File: src/rtl/axil_pkg.sv
// Shared response codes and FSM state types for the AXI4-Lite register slave.
package axil_pkg;

    localparam logic [1:0] RESP_OKAY   = 2'b00;
    localparam logic [1:0] RESP_SLVERR = 2'b10;

    typedef enum logic {W_IDLE, W_RESP} wr_state_t;
    typedef enum logic {R_IDLE, R_RESP} rd_state_t;

endpackage

File: src/rtl/axil_reg_slave.sv
// AXI4-Lite control/status register file for the DMA engine: RW control regs exported
// flat with per-register commit pulses, RO regs returning live status inputs.
module axil_reg_slave
    import axil_pkg::*;
#(
    parameter int unsigned                 ADDR_W    = 8,
    parameter int unsigned                 DATA_W    = 32,
    parameter int unsigned                 NUM_REGS  = 8,
    parameter logic [NUM_REGS-1:0]         RO_MASK   = '0,
    parameter logic [NUM_REGS*DATA_W-1:0]  RESET_VAL = '0
) (
    input  logic                         clk,
    input  logic                         rst,
    input  logic [ADDR_W-1:0]            awaddr,
    input  logic [2:0]                   awprot,
    input  logic                         awvalid,
    output logic                         awready,
    input  logic [DATA_W-1:0]            wdata,
    input  logic [DATA_W/8-1:0]          wstrb,
    input  logic                         wvalid,
    output logic                         wready,
    output logic [1:0]                   bresp,
    output logic                         bvalid,
    input  logic                         bready,
    input  logic [ADDR_W-1:0]            araddr,
    input  logic [2:0]                   arprot,
    input  logic                         arvalid,
    output logic                         arready,
    output logic [DATA_W-1:0]            rdata,
    output logic [1:0]                   rresp,
    output logic                         rvalid,
    input  logic                         rready,
    output logic [NUM_REGS*DATA_W-1:0]   ctrl_o,
    output logic [NUM_REGS-1:0]          wr_pulse_o,
    input  logic [NUM_REGS*DATA_W-1:0]   status_i
);

    localparam int unsigned STRB_W = DATA_W / 8;
    localparam int unsigned IDX_W  = ADDR_W - 2;

    wr_state_t                 w_state_q, w_state_d;
    logic                      aw_held_q, aw_held_d;
    logic                      w_held_q, w_held_d;
    logic [IDX_W-1:0]          aw_idx_q, aw_idx_d;
    logic [DATA_W-1:0]         w_data_q, w_data_d;
    logic [STRB_W-1:0]         w_strb_q, w_strb_d;
    logic                      awready_q, awready_d;
    logic                      wready_q, wready_d;
    logic                      bvalid_q, bvalid_d;
    logic [1:0]                bresp_q, bresp_d;
    logic [NUM_REGS*DATA_W-1:0] ctrl_q, ctrl_d;
    logic [NUM_REGS-1:0]       wr_pulse_q, wr_pulse_d;

    rd_state_t                 r_state_q, r_state_d;
    logic                      rd_pend_q, rd_pend_d;
    logic [IDX_W-1:0]          ar_idx_q, ar_idx_d;
    logic                      arready_q, arready_d;
    logic                      rvalid_q, rvalid_d;
    logic [1:0]                rresp_q, rresp_d;
    logic [DATA_W-1:0]         rdata_q, rdata_d;

    logic                      aw_in_range_c;
    logic                      ar_in_range_c;
    logic                      unused_inputs;

    assign aw_in_range_c = 32'(aw_idx_q) < NUM_REGS;
    assign ar_in_range_c = 32'(ar_idx_q) < NUM_REGS;
    assign unused_inputs = ^{awprot, arprot, awaddr[1:0], araddr[1:0]};

    // Write channel: collect AW and W independently, commit one edge after both are held.
    always_comb begin
        w_state_d  = w_state_q;
        aw_held_d  = aw_held_q;
        w_held_d   = w_held_q;
        aw_idx_d   = aw_idx_q;
        w_data_d   = w_data_q;
        w_strb_d   = w_strb_q;
        bvalid_d   = bvalid_q;
        bresp_d    = bresp_q;
        ctrl_d     = ctrl_q;
        wr_pulse_d = '0;
        case (w_state_q)
            W_IDLE: begin
                if (aw_held_q && w_held_q) begin
                    for (int unsigned i = 0; i < NUM_REGS; i++) begin
                        if (aw_idx_q == IDX_W'(i) && !RO_MASK[i]) begin
                            wr_pulse_d[i] = 1'b1;
                            for (int unsigned b = 0; b < STRB_W; b++) begin
                                if (w_strb_q[b]) begin
                                    ctrl_d[i*DATA_W + b*8 +: 8] = w_data_q[b*8 +: 8];
                                end
                            end
                        end
                    end
                    bresp_d   = aw_in_range_c ? RESP_OKAY : RESP_SLVERR;
                    bvalid_d  = 1'b1;
                    aw_held_d = 1'b0;
                    w_held_d  = 1'b0;
                    w_state_d = W_RESP;
                end else begin
                    if (awvalid && awready_q) begin
                        aw_held_d = 1'b1;
                        aw_idx_d  = awaddr[ADDR_W-1:2];
                    end
                    if (wvalid && wready_q) begin
                        w_held_d = 1'b1;
                        w_data_d = wdata;
                        w_strb_d = wstrb;
                    end
                end
            end
            W_RESP: begin
                if (bready) begin
                    bvalid_d  = 1'b0;
                    w_state_d = W_IDLE;
                end
            end
            default: w_state_d = W_IDLE;
        endcase
        awready_d = (w_state_d == W_IDLE) && !aw_held_d;
        wready_d  = (w_state_d == W_IDLE) && !w_held_d;
    end

    // Read channel: address taken one edge, data captured the next from the current regs.
    always_comb begin
        r_state_d = r_state_q;
        rd_pend_d = rd_pend_q;
        ar_idx_d  = ar_idx_q;
        rvalid_d  = rvalid_q;
        rresp_d   = rresp_q;
        rdata_d   = rdata_q;
        case (r_state_q)
            R_IDLE: begin
                if (arvalid && arready_q) begin
                    ar_idx_d  = araddr[ADDR_W-1:2];
                    rd_pend_d = 1'b1;
                    r_state_d = R_RESP;
                end
            end
            R_RESP: begin
                if (rd_pend_q) begin
                    rd_pend_d = 1'b0;
                    rvalid_d  = 1'b1;
                    rresp_d   = ar_in_range_c ? RESP_OKAY : RESP_SLVERR;
                    rdata_d   = '0;
                    for (int unsigned i = 0; i < NUM_REGS; i++) begin
                        if (ar_idx_q == IDX_W'(i)) begin
                            rdata_d = RO_MASK[i] ? status_i[i*DATA_W +: DATA_W]
                                                 : ctrl_q[i*DATA_W +: DATA_W];
                        end
                    end
                end else if (rready) begin
                    rvalid_d  = 1'b0;
                    r_state_d = R_IDLE;
                end
            end
            default: r_state_d = R_IDLE;
        endcase
        arready_d = (r_state_d == R_IDLE);
    end

    always_ff @(posedge clk) begin
        if (rst) begin
            w_state_q  <= W_IDLE;
            aw_held_q  <= 1'b0;
            w_held_q   <= 1'b0;
            aw_idx_q   <= '0;
            w_data_q   <= '0;
            w_strb_q   <= '0;
            awready_q  <= 1'b0;
            wready_q   <= 1'b0;
            bvalid_q   <= 1'b0;
            bresp_q    <= RESP_OKAY;
            ctrl_q     <= RESET_VAL;
            wr_pulse_q <= '0;
            r_state_q  <= R_IDLE;
            rd_pend_q  <= 1'b0;
            ar_idx_q   <= '0;
            arready_q  <= 1'b0;
            rvalid_q   <= 1'b0;
            rresp_q    <= RESP_OKAY;
            rdata_q    <= '0;
        end else begin
            w_state_q  <= w_state_d;
            aw_held_q  <= aw_held_d;
            w_held_q   <= w_held_d;
            aw_idx_q   <= aw_idx_d;
            w_data_q   <= w_data_d;
            w_strb_q   <= w_strb_d;
            awready_q  <= awready_d;
            wready_q   <= wready_d;
            bvalid_q   <= bvalid_d;
            bresp_q    <= bresp_d;
            ctrl_q     <= ctrl_d;
            wr_pulse_q <= wr_pulse_d;
            r_state_q  <= r_state_d;
            rd_pend_q  <= rd_pend_d;
            ar_idx_q   <= ar_idx_d;
            arready_q  <= arready_d;
            rvalid_q   <= rvalid_d;
            rresp_q    <= rresp_d;
            rdata_q    <= rdata_d;
        end
    end

    assign awready    = awready_q;
    assign wready     = wready_q;
    assign bvalid     = bvalid_q;
    assign bresp      = bresp_q;
    assign arready    = arready_q;
    assign rvalid     = rvalid_q;
    assign rresp      = rresp_q;
    assign rdata      = rdata_q;
    assign ctrl_o     = ctrl_q;
    assign wr_pulse_o = wr_pulse_q;

endmodule
File: config.mk
export PLATFORM = sky130hd
export DESIGN_NAME = axil_reg_slave
export DESIGN_NICKNAME = d
export VERILOG_FILES = /design/src/rtl/axil_pkg.sv /design/src/rtl/axil_reg_slave.sv
export SDC_FILE = /design/constraint.sdc
export NUM_CORES = 1
export LEC_CHECK = 0
export CORE_AREA = 2 2 245 247
export DETAILED_ROUTE_END_ITERATION = 16
export DIE_AREA = 0 0 247 249
export PLACE_DENSITY_LB_ADDON = 0.15
export SKIP_LAST_GASP = 1
export SLEW_MARGIN = 20
export SYNTH_ARGS = -nofsm -noshare
export SYNTH_HDL_FRONTEND = slang
export SYNTH_SLANG_ARGS = --single-unit
export TNS_END_PERCENT = 100
File: constraint.sdc
create_clock -name clk -period 2.25 [get_ports clk]
set_clock_uncertainty 0.2 [all_clocks]
set_input_delay 0.45 -clock clk [delete_from_list [all_inputs] [get_ports clk]]
set_output_delay 0.45 -clock clk [all_outputs]
set_load 0.01 [all_outputs]
Yosys cells after proc, flatten, opt, wreduce, memory -nomap -nowiden
Index checks and enable logic that the tools add are counted.

operators by class
  order comparisons = 2
  eq/ne operators = 17
  multiplexer cells = 38
  bitwise operators = 5
  reductions and logical operators = 51

operators with widths
  kind                count
  $mux 32             8
  $reduce_and 4->1    32
  $eq 6x3->1 const B  8
  $eq 6x2->1 const B  4
  $mux 1              24
  $eq 6x1->1 const B  2
  $logic_not 6->1     2
  $lt 6x4->1 const B  2
  $reduce_and 2->1    5
  $pmux 1 s2          4
  $logic_and 1x1->1   6
  $ne 2x2->1 const B  3
  $reduce_and 3->1    2
  $not 1->1           5
  $mux 2              2
  $reduce_or 3->1     1
  $logic_not 1->1     2
  $reduce_bool 2->1   1

word-level totals
  register bits = 358
  bits of input ports = 321
  output and inout bits = 305
  word-level logic and storage cells = 163

Longest topological paths before layout
Gate-level depths: netlist of run 1.

  depth after elaboration = 9
  depth in mapped cells = 7
  gate-level depth less buffers = 4

Least setup slack after synthesis of run 1
No wires, ideal clock.

  kind = register to register
  start = register ar_idx_q[0]
  end = register rdata_q[27], in the netlist rdata[27]
  setup time = 0.132 ns
  arrival time = 1.801 ns
  data required time = 1.918 ns
  slack = 0.117 ns
  cell stages (with the launch flop) = 8
  clock period less this slack = 2.133 ns
  cells stage by stage = dfxtp_1 buf_4 or4b_1 buf_4 buf_6 or4_1 o21ai_0 o32ai_1

between the ends
  longest elaborated chain between the ends = 9

RTL lines
  what                    line                   source
  start, declared         axil_reg_slave.sv:56   logic [IDX_W-1:0] ar_idx_q, ar_idx_d;
  start signal, assigned  axil_reg_slave.sv:198  ar_idx_q <= ar_idx_d;
  $logic_not 6->1         axil_reg_slave.sv:147  if (ar_idx_q == IDX_W'(i)) begin
  $mux 32 (7 in a row)    axil_reg_slave.sv:147
  $mux 32 *               axil_reg_slave.sv:147
  end signal, assigned    axil_reg_slave.sv:202  rdata_q <= rdata_d;
  end, declared           axil_reg_slave.sv:60   logic [DATA_W-1:0] rdata_q, rdata_d;

Mark *: on every way between the ends. The rest lies on a longest branch, timed or not.
A chain may end at the register's enable or synchronous reset.

Final worst setup path of run 1
  start = register ar_idx_q[5]
  end = register rdata_q[23], in the netlist rdata[23]

Same word-level chain as after synthesis.

==> results of run 1 <==
==> routing by layer <==
layer	GRT usage	wire length (um)
met1	0.282	29600
met2	0.337	30400
met3	0.0479	5270
met4	0.0783	2190
met5	0	0
==> worst paths after layout <==
check / slack, ns / endpoint / from
worst max-delay path: 0.02 / rdata[23] / ar_idx_q[5]
worst min-delay path: 0.24 / w_data_q[13] / wdata[13]
worst max register to register: 0.02 / rdata[23] / ar_idx_q[5]
worst min register to register: 0.30 / aw_idx_q[1] / aw_idx_q[1]
==> worst max-delay path, delay by kind of cell (launching register included) <==
kind | cells | cell delay [ns]
AO/OA/AOI/OAI | 3 | 0.57
buffers and inverters | 3 | 0.49
flip-flops | 1 | 0.31
AND/OR/NAND/NOR | 1 | 0.57
==> layout by cell type (no fill, tap or decap), drive strengths merged, types with 4 or more instances in the layout <==
cell	count
a21oi	47
clkinv	6
dlymetal6s2s	8
o21ai	56
o31a	5
a211oi	7
dlygate4sd2	11
nor3	54
and3	67
nor2b	5
or4	28
nand4b	16
dfxtp	356
bufinv	4
a221oi	26
nand2b	7
nor4	32
nand2	94
o22ai	5
buf	121
clkdlybuf4s50	337
nand4	16
nand3	6
mux2i	299
nor2	294
o32ai	26
clkbuf	67
==> cell type report <==
class | instances | area share
flip-flops and latches | 356 | 0.326
inverters | 3 | 0.000513
multi-input cells | 1113 | 0.336
diodes | 3 | 0.000342
well taps | 773 | 0.0441
repair buffers | 480 | 0.223
clock buffers | 66 | 0.0618
clock inverters | 12 | 0.00753
==> where the power goes <==
group	internal [W]	switching (W)
clock	0.00460	0.00282
sequential	0.00637	0.000130
combinational	0.000417	0.000631
==> per-stage QoR <==
| stage | total power [W] | setup slack [ns] | setup TNS [ns] | hold WS (ns) | util |
|---|---|---|---|---|---|
| global route | 0.0154 | -0.0474 | -0.304 | 0.231 | 0.374 |
| floorplan | 0.00706 | 0.117 | 0 | 0.245 | - |
| CTS | 0.0151 | 0.00297 | 0 | 0.202 | 0.372 |
| finish | 0.0150 | 0.0212 | 0 | 0.240 | 0.374 |
| global placement | 0.00762 | -0.167 | -1.91 | 0.281 | 0.344 |
| detailed placement | 0.00763 | -0.145 | -2.34 | 0.292 | 0.344 |
==> state kept, by name, summed over array words and instances (netlist names), 4 cells and up <==
name / count
aw_idx_q: 6
w_strb_q: 4
wr_pulse_o: 8
ar_idx_q: 6
ctrl_o: 256
rdata: 32
w_data_q: 32
==> cell families after synthesis <==
| group | after synthesis |
|---|---|
| simple gates | 631 |
| flops | 356 |
| mux | 300 |
| compound gates | 178 |
| buf+inv | 174 |
| other cells | 1 |
==> repair_timing <==
action                     in CTS  in global routing
pin swaps                       2                  4
hold buffers                    1                  0
hold endpoints to repair        5                  0
gates cloned                    4                  1
setup buffers                   4                  0
setup endpoints to repair      47                 35
resized for setup              22                 25
==> flow_metrics.env, run 1 <==
export IMPL_dr_first_iter_drc_count=1110
export IMPL_finalNetCount=2318
export IMPL_drtAntennaViolNets=0
export IMPL_antenna_found_initial=3
export IMPL_cp_start_kind="flop"
export IMPL_drv_slew=0
export IMPL_worst_ep_arrival_time_ns=2.50
export IMPL_min_period_ns=2.23
export IMPL_vdd_drop_max_mv=0.503
export IMPL_core_area_um2=58700
export IMPL_grt_usage=0.213
export IMPL_yosysMostFrequentCell="dfxtp_1"
export IMPL_yosys_area_share_adder=0
export IMPL_final_hold_viol_count=0
export IMPL_fp_dieArea_um2=61500
export IMPL_synth_compound_area_frac=0.0769
export IMPL_yosys_warnings=0
export IMPL_fillers=5823
export IMPL_place_detailed_hpwl_um=45900
export IMPL_area_growth_synth_to_final_pct=45.3
export IMPL_drt_vias_per_instance=5.00
export IMPL_htreeDepth=2
export IMPL_synth_seq_area_share=0.472
export IMPL_synth_edff_count=0
export IMPL_synth_common_cells="dfxtp_1 (356), mux2i_1 (299), nor2_1 (291), clkbuf_1 (130), nand2_1 (94)"
export IMPL_synthSimpleGateAreaFrac=0.203
export IMPL_period_share=0.991
export IMPL_grt_overflow=0
export IMPL_setup_viol=0
export IMPL_cts_sinks=356
export IMPL_cts_buffers=43
export IMPL_avgSynthCellArea_um2=9.20
export IMPL_drc=0
export IMPL_routed_wl_um=67500
export IMPL_fp_dieW_um=247
export IMPL_grt_pass1_vias=13799
export IMPL_hold_depth=3
export IMPL_cts_tree="yes"
export IMPL_synthMuxAreaShare=0.199
export IMPL_gp_congestion=0.840
export IMPL_finalInstanceArea_um2=21900
export IMPL_ys_ff_latch=356
export IMPL_timing_fmax_mhz=449
export IMPL_multiInputGateArea_um2=7380
export IMPL_die_h_um=249
export IMPL_cp_end_kind="flop"
export IMPL_crit_fanout=22
export IMPL_path_cells="or4b_4, buf_12, o21ai_4, buf_12, buf_16, a221oi_1, o32ai_1"
export IMPL_hold_path_class="in2reg"
export IMPL_p_per_area_nw_per_um2=683
export IMPL_async_reset_ff_frac=0
export IMPL_grt_pass1_wl_um=96200
export IMPL_synth_top_area_share=0.472
export IMPL_dr_pass1_iters=5
export IMPL_cts_buffer_depth=3
export IMPL_syn_area_um2=15100
export IMPL_start_util=0.257
export IMPL_numPortBuffers=357
export IMPL_dp_cells=2716
export IMPL_path_class="reg2reg"
export IMPL_detail_route_wl_per_cell_um=24.0
export IMPL_netlist_cell_type_count=52
export IMPL_worstMarginPinSlew_ns=0.788
export IMPL_synth_top_family_by_area="simple AND/OR/NAND/NOR gates"
export IMPL_root_buffer="clkbuf_16"
export IMPL_outcome="finished clean"
export IMPL_clock_latency_ns=0.56
export IMPL_synth_top_area_cell="dfxtp_1"
export IMPL_p_leak_nw=9.96
export IMPL_layout_drive_gt1_share=0.117
export IMPL_synth_top_cells_by_area="dfxtp_1 (47%), mux2i_1 (20%), nor2_1 (7.2%)"
export IMPL_cap_violations=0
export IMPL_clk_pin_slew_ns=0.06
export IMPL_ff_latch_area_um2=7140
export IMPL_max_stage_delay_ns=0.57
export IMPL_synth_ff_type="dfxtp_1"
export IMPL_grt_max_degree=73
export IMPL_stdcell_count=2806
export IMPL_ff2ff_path_depth=7
export IMPL_placed_cell_area_um2=20200
export IMPL_slowest_stage="or4b_4"
export IMPL_syn_instance_count=1640
export IMPL_required_ns=2.52
export IMPL_io_pins=626
export IMPL_rsz0062_at_grt="yes"
export IMPL_placement_rows=89
export IMPL_vias=14032
export IMPL_slew_limit_headroom=0.474
export IMPL_synth_xor_area_share=0
export IMPL_crit_path_frequent_cell="buf_12"
Power figures use the tool's default switching activity.
==> run 2: changes to the inputs <==
==> constraint.sdc (replaced) <==
create_clock -name clk -period 2.25 [get_ports clk]
set_clock_uncertainty 0.2 [all_clocks]
set_input_delay 0.225 -clock clk [delete_from_list [all_inputs] [get_ports clk]]
set_output_delay 0.225 -clock clk [all_outputs]
set_load 0.01 [all_outputs]
==> flow_metrics.env, run 2 (synthesis gave the netlist of run 1 again) <==
export IMPL_root_buffer="clkbuf_16"
export IMPL_switching_share=0.250
export IMPL_setup_viol=2
export IMPL_drtAntennaViolNets=0
export IMPL_violations="setup timing"
export IMPL_drc=0
export IMPL_numPortBuffers=357
export IMPL_worst_slack_ns=-0.00846
export IMPL_area_growth_synth_to_final_pct=47.0
export IMPL_start_util=0.257
export IMPL_pre_cts_ws_ns=-0.157
export IMPL_period_share=1.00
export IMPL_finalNetCount=2330
export IMPL_final_cell_mix="clkdlybuf4s50_1 (356), dfxtp_1 (353), mux2i_1 (299), nor2_1 (290), nand2_1 (91)"
export IMPL_crit_fanout=22
export IMPL_dr_first_iter_drc_count=1152
export IMPL_hold_ws_ns=0.0188
export IMPL_required_ns=2.51
export IMPL_placed_cell_area_um2=20000
export IMPL_setup_worst_path_start="ar_idx_q[5]"
export IMPL_cp_start_kind="flop"
export IMPL_rsz0062_at_grt="yes"
export IMPL_path_class="reg2reg"
export IMPL_fp_dieW_um=247
export IMPL_clk_pin_slew_ns=0.06
export IMPL_cts_buffer_depth=3
export IMPL_grt_overflow=0
export IMPL_p_per_area_nw_per_um2=656
export IMPL_drv_slew=0
export IMPL_dp_cells=2704
export IMPL_pwr_share_clk=0.478
export IMPL_vias=14007
export IMPL_worstMarginPinSlew_ns=0.878
export IMPL_grt_pass1_wl_um=97000
export IMPL_p_seq_frac=0.447
export IMPL_hold_path_class="in2reg"
export IMPL_dr_pass1_iters=5
export IMPL_detail_route_wl_per_cell_um=24.3
export IMPL_worst_ep_arrival_time_ns=2.52
export IMPL_io_pins=626
export IMPL_cts_buffers=43
export IMPL_cts_sinks=356
export IMPL_die_h_um=249
export IMPL_power_w=0.0146
export IMPL_drt_vias_per_instance=4.97
export IMPL_p_leak_nw=9.84
export IMPL_vdd_drop_max_mv=0.500
export IMPL_routed_wl_um=68500
export IMPL_grt_usage=0.214
export IMPL_slew_limit_headroom=0.413
export IMPL_finalInstanceArea_um2=22200
export IMPL_cts_tree="yes"
export IMPL_outcome="finished, violations left"
export IMPL_stdcell_count=2818
export IMPL_core_area_um2=58700
export IMPL_largest_reg_flops=256
export IMPL_min_period_ns=2.26
export IMPL_htreeDepth=2
export IMPL_cp_end_kind="flop"
export IMPL_grt_max_degree=80
export IMPL_grt_pass1_vias=13831
export IMPL_placement_rows=89
export IMPL_p_sw_w=0.00363
export IMPL_min_from="wdata[18]"
export IMPL_cap_violations=0
export IMPL_timing_fmax_mhz=443
export IMPL_comb_power_share=0.075
export IMPL_timing_rr_start="ar_idx_q[5]"
export IMPL_fp_dieArea_um2=61500
export IMPL_final_common_cell="clkdlybuf4s50_1"
export IMPL_cell_internal_pwr_w=0.0109
export IMPL_final_hold_viol_count=0
export IMPL_layout_drive_gt1_share=0.121
export IMPL_place_detailed_hpwl_um=46000
export IMPL_antenna_found_initial=2
export IMPL_gp_congestion=0.808
export IMPL_clock_latency_ns=0.58
[run 2: cell count changes in the layout (fill, tap and decap cells not counted), sizes merged, moves of 3 or more]
cell           delta
dlymetal6s2s      -8
buf               -6
clkinv            +3
bufinv            -3
dlygate4sd2      -11
clkdlybuf4s50    +19
dlygate4sd3      +17
[run 2: worst paths after layout]
| check | slack [ns] | depth (start not counted) | end |
|---|---|---|---|
| max | -0.008 | 7 | rdata[15] |
| min | 0.02 | 3 | w_data_q[18] |
| max reg2reg | -0.008 | 7 | rdata[15] |
| min reg2reg | 0.29 | 2 | bvalid |
[run 2: per-stage QoR]
stage	utilization	TNS, ns
after global placement	0.342	-1.12
after global routing	0.378	-0.292
after CTS	0.371	-0.139
after floorplan	-	0
final	0.378	-0.0134
after detailed placement	0.342	-1.62
[run 2: worst max-delay path: stages (launching register included)]
cell	delay (ns)
dfxtp_1	0.31
or4b_4	0.57
buf_12	0.19
o21ai_4	0.22
buf_12	0.13
buf_6	0.15
a221oi_1	0.07
o32ai_1	0.27
[run 2: timing repair]
action	4_1_cts	5_1_grt
gates cloned	3	3
resized for setup	11	57
pin swaps	3	25
hold endpoints to repair	62	0
endpoints found under the setup margin	30	29
hold buffers	18	0
setup buffers	5	7
[run 2: power by group through the flow]
stage / clock network [W] / logic, W / registers, W
2_1_floorplan: 0 / 0.000511 / 0.00655
3_3_place_gp: 0 / 0.000966 / 0.00663
3_5_place_dp: 0 / 0.000968 / 0.00664
4_1_cts: 0.00712 / 0.00104 / 0.00650
5_1_grt: 0.00738 / 0.00115 / 0.00651
6_report: 0.00696 / 0.00109 / 0.00650
[run 2: cell type report]
| type | instances | area [um^2] |
|---|---|---|
| timing repair buffer | 492 | 5090 |
| fill | 5818 | 36500 |
| clock inverter | 13 | 110 |
| sequential | 356 | 7130 |
| inverter | 3 | 11.3 |
| clock buffer | 66 | 1300 |
| multi-input combinational | 1113 | 7570 |
| tap | 773 | 967 |
| antenna | 2 | 5.00 |
[run 2: layer usage]
metal,GRT usage,routed length (um),up-vias
li1,-,-,6544
met1,0.288,30800,6860
met2,0.343,31000,508
met3,0.0469,5010,95
met4,0.0596,1650,0
met5,0,0,-
==> run 3: changes to the inputs <==
--- a/config.mk
+++ b/config.mk
@@ -8,6 +8,7 @@
 export CORE_AREA = 2 2 245 247
 export DETAILED_ROUTE_END_ITERATION = 16
 export DIE_AREA = 0 0 247 249
+export GPL_ROUTABILITY_DRIVEN = 0
 export PLACE_DENSITY_LB_ADDON = 0.15
 export SKIP_LAST_GASP = 1
 export SLEW_MARGIN = 20
==> results of run 3 <==
Final layout, timing and power as in run 2 (identical DEF).
